$ cat src/rtl/mem_copy_engine.sv
`default_nettype none
// ============================================================================
//  Module      : mem_copy_engine
//  Description : Bus initiator that copies a block of 32-bit words from a
//                source byte address to a destination byte address over a
//                word-addressed memory port (combinational read, write on
//                the clock edge). Two cycles per word, ascending order.
//  Revision    : 1.0 - initial release
// ============================================================================
module mem_copy_engine #(
    parameter int CNT_W = 16
) (
    input  logic             clk,
    input  logic             reset,
    input  logic             start,
    input  logic [31:0]      src_addr,
    input  logic [31:0]      dst_addr,
    input  logic [CNT_W-1:0] word_count,
    output logic             busy,
    output logic             done,
    output logic             err,
    output logic [31:0]      adr,
    output logic [31:0]      writedata,
    output logic             memwrite,
    input  logic [31:0]      readdata
);

    typedef enum logic [1:0] {
        S_IDLE  = 2'd0,
        S_READ  = 2'd1,
        S_WRITE = 2'd2,
        S_FIN   = 2'd3
    } state_t;

    localparam logic [31:0]      c_WORD_BYTES = 32'd4;
    localparam logic [CNT_W-1:0] c_ONE        = CNT_W'(1);

    state_t           r_state;
    logic [31:0]      r_src;
    logic [31:0]      r_dst;
    logic [CNT_W-1:0] r_cnt;

    // Either pointer off a word boundary rejects the request.
    logic w_misaligned;
    assign w_misaligned = (src_addr[1:0] != 2'b00) || (dst_addr[1:0] != 2'b00);

    // Copy sequencer; all bus outputs are registered alongside the state so
    // that memwrite is high exactly while the state register holds WRITE.
    // writedata doubles as the data buffer between READ and WRITE.
    always_ff @(posedge clk or posedge reset) begin
        if (reset) begin
            r_state   <= S_IDLE;
            r_src     <= '0;
            r_dst     <= '0;
            r_cnt     <= '0;
            busy      <= 1'b0;
            done      <= 1'b0;
            err       <= 1'b0;
            adr       <= '0;
            writedata <= '0;
            memwrite  <= 1'b0;
        end else begin
            // Pulses last a single cycle unless re-armed below.
            done <= 1'b0;
            err  <= 1'b0;
            case (r_state)
                S_IDLE: begin
                    adr       <= '0;
                    writedata <= '0;
                    memwrite  <= 1'b0;
                    busy      <= 1'b0;
                    if (start) begin
                        if (w_misaligned) begin
                            err <= 1'b1;
                        end else if (word_count == '0) begin
                            r_state <= S_FIN;
                            done    <= 1'b1;
                        end else begin
                            r_src   <= src_addr;
                            r_dst   <= dst_addr;
                            r_cnt   <= word_count;
                            adr     <= src_addr;
                            busy    <= 1'b1;
                            r_state <= S_READ;
                        end
                    end
                end
                S_READ: begin
                    // Capture the source word and present the destination.
                    writedata <= readdata;
                    adr       <= r_dst;
                    memwrite  <= 1'b1;
                    r_state   <= S_WRITE;
                end
                S_WRITE: begin
                    r_src     <= r_src + c_WORD_BYTES;
                    r_dst     <= r_dst + c_WORD_BYTES;
                    r_cnt     <= r_cnt - c_ONE;
                    memwrite  <= 1'b0;
                    writedata <= '0;
                    if (r_cnt == c_ONE) begin
                        adr     <= '0;
                        busy    <= 1'b0;
                        done    <= 1'b1;
                        r_state <= S_FIN;
                    end else begin
                        adr     <= r_src + c_WORD_BYTES;
                        r_state <= S_READ;
                    end
                end
                default: begin
                    // FIN: done is high this cycle; return to idle.
                    adr       <= '0;
                    writedata <= '0;
                    memwrite  <= 1'b0;
                    busy      <= 1'b0;
                    r_state   <= S_IDLE;
                end
            endcase
        end
    end

endmodule
`default_nettype wire

$ cat config.mk
export PLATFORM = sky130hd
export DESIGN_NAME = mem_copy_engine
export DESIGN_NICKNAME = d
export VERILOG_FILES = /design/src/rtl/mem_copy_engine.sv
export SDC_FILE = /design/constraint.sdc
export NUM_CORES = 1
export LEC_CHECK = 0
export CORE_ASPECT_RATIO = 0.75
export CORE_UTILIZATION = 55
export DETAILED_ROUTE_END_ITERATION = 7
export PLACE_DENSITY = 0.95
export SETUP_SLACK_MARGIN = 0.1
export SYNTH_ARGS = -nofsm -noshare
export SYNTH_HDL_FRONTEND = slang
export SYNTH_SLANG_ARGS = --single-unit
$ cat constraint.sdc
create_clock -name clk -period 15 [get_ports clk]
set_input_delay 3.75 -clock clk [delete_from_list [all_inputs] [get_ports clk]]
set_output_delay 3.75 -clock clk [all_outputs]
set_load 0.02 [all_outputs]
Word level (Yosys, flattened, before mapping)
Index checks and enable logic that the tools add are counted.
{ "word_totals": {"ff_bits": 150, "latchBits": 0, "ramBits": 0, "rom_bits": 0, "in_bits": 115, "n_memories": 0} }
{ "op_classes": {"addsub": 3, "mul": 0, "div_mod_pow": 0, "order_cmp": 0, "eq_ne": 7, "shifts": 0, "n_mux": 37, "bitwise": 1, "n_reduce_logical": 9} }
{ "ops": {"columns": ["cell", "count"], "rows": [
  ["two-way mux 32 bit", 11],
  ["one-hot mux 32 bit (2 select lines)", 2],
  ["one-hot mux 32 bit (3 select lines)", 1],
  ["adder 32 x 3 -> 32 bit, second input constant", 2],
  ["two-way mux 16 bit", 3],
  ["one-hot mux 16 bit (2 select lines)", 1],
  ["== test 16 x 1 -> 1 bit, second input constant", 1],
  ["logical NOT 16 bit", 1],
  ["subtractor 16 x 1 -> 16 bit, second input constant", 1],
  ["two-way mux 1 bit", 12],
  ["two-way mux 2 bit", 4],
  ["!= test 2 bit, second input constant", 4],
  ["one-hot mux 2 bit (3 select lines)", 1],
  ["nonzero test 2 bit", 3],
  ["AND reduction 2 bit", 2],
  ["AND reduction 4 bit", 1],
  ["one-hot mux 1 bit (3 select lines)", 1],
  ["== test 2 x 1 -> 1 bit, second input constant", 1],
  ["== test 2 bit, second input constant", 1],
  ["logical NOT 2 bit", 1],
  ["one-hot mux 1 bit (2 select lines)", 1],
  ["logical OR 1 bit", 1],
  ["NOT 1 bit", 1]
]} }

Logic depth before layout (Yosys ltp)
{ "logic_depth": {"depth_word": 5, "ltp_mapped": 8} }

Least setup slack after synthesis
OpenSTA, ideal clock, no wires.
{ "synth_path": {"kind": "in2reg", "startpoint": "input port src_addr[0]", "endpoint": "register r_dst[26]", "arrival_ns": 5.105, "path_slack_ns": 9.761, "cell_stages": 7, "cell_sequence": "nor4_4 > a21oi_2 > a211o_1 > buf_2 > buf_6 > a222oi_1 > nand2_1"} }
{ "synth_between": {"elab_chain_len": 4} }
{ "synth_lines": {"columns": ["item", "line", "rtl"], "rows": [
  ["from (decl)", "16", "input logic [31:0] src_addr,"],
  ["nonzero test 2 bit", "45", "assign w_misaligned = (src_addr[1:0] != 2'b00) || (dst_addr[1:0] != 2'b00);"],
  ["logical OR 1 bit", "45", null],
  ["!= test 2 bit (no source line)", null, null],
  ["AND reduction 4 bit (no source line)", null, null],
  ["to (signal assigned)", "80", "r_dst <= dst_addr;"],
  ["to (signal assigned)", "97", "r_dst <= r_dst + c_WORD_BYTES;"],
  ["to (decl)", "40", "logic [31:0] r_dst;"]
]} }
No other way between the ends.
A chain may end at the register's enable or synchronous reset.

Worst setup path in the final report
{ "layout_path": {"startpoint": "input port word_count[9]", "endpoint": "register r_cnt[7]"} }
{ "layout_between": {"elab_chain_len": 3} }
{ "layout_lines": {"columns": ["item", "line", "rtl"], "rows": [
  ["from (decl)", "18", "input logic [CNT_W-1:0] word_count,"],
  ["logical NOT 16 bit", "75", "end else if (word_count == '0) begin"],
  ["!= test 2 bit (no source line)", null, null],
  ["AND reduction 4 bit (no source line)", null, null],
  ["to (signal assigned)", "81", "r_cnt <= word_count;"],
  ["to (signal assigned)", "98", "r_cnt <= r_cnt - c_ONE;"],
  ["to (decl)", "41", "logic [CNT_W-1:0] r_cnt;"]
]} }
No other way between the ends.

==> impl_metrics.yaml <==
finish:
  antennaDiodeCount: 0
  drive_gt1_share_pct: 7.00
  syn_to_final_growth_pct: 30.8
  fin_nets: 1106
worst_setup_path:
  path_cells: "clkdlybuf4s50_1, nor4_1, and4_1, a211o_2, o21ai_0, o21ai_0"
  slowest_delay_ns: 0.98
  critPathMaxFanout: 70
  r2r_slack_ns: 11.62
  end_kind: "register"
  cp-start-kind: "input port"
  cpMostUsedCell: "o21ai_0"
  critPathCapture: "r_cnt[7]"
  critPathKind: "in2reg"
  crit_slowest_cell: "a211o_2"
  cp_data_required_time_ns: 15.34
  cp_num_buf_inv: 1
  path_delay_family: "compound AO/OA/AOI/OAI gates"
  r2r_cells: 6
  arrival_ns: 6.55
  r2r-start: "r_state[1]"
  crit_start: "word_count[9]"
  crit_cells: 6
  r2r_end: "r_dst[19]"
worst_hold_path:
  worst_hold_path_type: "reg2reg"
  min-delay-start: "r_dst[1]"
synthesis:
  synth-edff-count: 0
  ys_warn_count: 0
  ys_seq_area_share_pct: 47.6
  synth_ff_type: "dfrtp_1"
  avgSynthCellArea_um2: 9.39
  synthArstFlopShare_pct: 100
  syn_inst: 841
  ys_ff_latch: 150
  synth_nets: 960
  syn_area_um2: 7890
  yosysUniqueCellTypes: 69
routing:
  routed_wirelength_um: 23600
  ant_nets: 0
  drt-pass1-iter-count: 6
  wl_per_cell_um: 20.1
  route.detailed.drc: 0
  drt_iter0_drc: 1169
  vias: 7722
  viasPerCell: 6.57
clock_tree:
  hold_buffers: 0
  cts_made_buffers: 17
  clkSinkCount: 150
  cts_setup_buffers: 0
  clk_pin_slew_ns: 0.06
  cts-resized-gates: 0
  root_buffer: "clkbuf_16"
  h-tree-depth: 4
  clock_path_buffers: 2
  clk_latency_ns: 0.44
  cts_tree: "built"
sta:
  skew_ns: 0.00925
  setup_viol: 0
  setup_slack_ns: 8.79
  drv_slew: 0
  timing.setup.tns_ns: 0
  min_period_ns: 6.21
  finalCritPeriodShare_pct: 41.4
  slew_headroom_pct: 17.7
  rsz0062_at_grt: "false"
  max_clock_freq_mhz: 161
  whs_ns: 0.486
  tightestPinTransition_ns: 1.23
  hold_viol: 0
global_route:
  grt_util_all_layers_pct: 32.9
  grt_pass1_vias: 7106
  overflow: 0
  antenna_found_initial: 0
  grt_max_degree: 83
  grt_pass1_wl_um: 37400
floorplanning:
  die-area_um2: 14800
  die_h_um: 106
  start_util_pct: 57.0
  core_um2: 13800
  io_pins: 183
  rows: 37
  die_x_um: 140
power_and_ir_drop:
  ir_drop_v: 0.000107
  p_leak_nw: 4.12
  power_density_nw_per_um2: 165
placed_design:
  pre_cts_ws_ns: 8.37
  gp_congestion: 0.963
  portBuffers: 182
  dpl.hpwl_um: 15500
outcome:
  status: "finished clean"
job:
  cap_violations: 0
==> synthesized netlist by cell type (all sizes together), types with 2 or more instances <==
cell type  number  area (um^2)
and4            7         61.3
and3           15         96.3
nand4          19          155
mux2i           2         20.0
a22o            6         52.6
a2bb2oi        18          158
a211o           3         26.3
buf            24          136
a311oi          2         17.5
dfrtp         150         3750
nor3b           3         22.5
or2             5         31.3
o31ai           2         20.0
ha              4         50.1
o21a            4         30.0
o22a           11         96.3
o41ai           3         26.3
a32oi           2         17.5
a31oi          16          100
xnor2          16          140
nand3          31          160
a221o           2         20.0
xor2           12          105
o21bai          3         22.5
a211oi          5         50.1
nand2          67          251
o22ai          22          138
clkbuf         39          151
nand2b          3         18.8
or3             5         31.3
o21ai          73          365
nor4           19          174
inv            13         48.8
and2           39          245
a21oi          62          314
nor3           16         85.1
a22oi          31          233
nor2b           2         12.5
nor4b           3         26.3
o2bb2ai         7         61.3
or4             3         30.0
nor2           57          214
o211ai          6         45.0
==> how the worst min path moves through the flow <==
stage,end,slack (ns),cells past startpoint
floorplan,adr[0],0.44,2
global placement,r_src[0],0.47,2
detailed placement,adr[1],0.47,2
CTS,r_dst[1],0.49,1
global route,r_cnt[13],0.50,1
finish,r_dst[1],0.49,1
==> per-stage QoR <==
step / utilization, % / cell area (um^2) / power, mW / std cells
final: 74.6 / 10300 / 1.70 / 1175
after global routing: 74.6 / 10300 / 1.78 / 1175
after CTS: 74.6 / 10300 / 1.69 / 1175
after detailed placement: 70.4 / 9750 / 1.26 / 1143
after global placement: 70.4 / 9750 / 1.23 / 1143
after floorplan: - / 7890 / 1.02 / 841
==> state kept, by name, indices dropped and copies added (netlist names) <==
| signal | count |
|---|---|
| err | 1 |
| busy | 1 |
| r_src | 32 |
| r_state | 2 |
| done | 1 |
| r_cnt | 16 |
| memwrite | 1 |
| adr | 32 |
| writedata | 32 |
| r_dst | 32 |
==> report_power, final <==
part / switching [mW] / internal, mW
combinational: 0.281 / 0.264
sequential: 0.191 / 0.547
clock: 0.184 / 0.237
total: 0.656 / 1.05
==> routing by layer <==
| metal | vias to the layer above | wire [um] | GRT usage (%) |
|---|---|---|---|
| met5 | - | 0 | 0 |
| met4 | 0 | 566 | 12.5 |
| met3 | 60 | 3210 | 10.6 |
| met2 | 601 | 10600 | 49.0 |
| met1 | 3657 | 9280 | 44.7 |
| li1 | 3404 | - | - |
==> placed cells by master, fill, tap and decap left out, types with 4 or more instances in the layout <==
master / count
a211oi_1: 4
a21oi_1: 61
a22o_1: 6
a22oi_1: 31
a2bb2oi_1: 18
a31oi_1: 16
and2_1: 38
and3_1: 13
and4_1: 7
buf_4: 8
clkbuf_16: 17
clkdlybuf4s50_1: 182
clkinv_4: 4
dfrtp_1: 150
ha_1: 4
inv_1: 12
inv_6: 7
nand2_1: 67
nand3_1: 30
nand4_1: 16
nor2_1: 57
nor3_1: 15
nor4_1: 13
o211ai_1: 6
o21a_1: 4
o21ai_0: 69
o21ai_1: 4
o22a_1: 11
o22ai_1: 22
o2bb2ai_1: 7
or2_2: 5
or3_1: 5
xnor2_1: 16
xor2_1: 12
==> cell type report <==
cell class                      count  area (um^2)
Multi-Input combinational cell    615         3840
Sequential cell                   150         3750
Fill cell                         903         3510
Timing Repair Buffer              190         1880
Clock buffer                       18          439
Tap cell                          175          219
Clock inverter                     14          141
Inverter                           13         53.8
==> cell families after synthesis <==
logic type                 after synthesis  synth area share (%)
adders and majority gates                4                 0.634
DFF                                    150                  47.6
AOI/OAI and AO/OA                      285                  23.5
buffers and inverters                   76                  4.26
and+or+nand+nor                        296                  20.7
xor gates and xnor gates                28                  3.11
muxes                                    2                 0.254
Power figures use the tool's default switching activity.
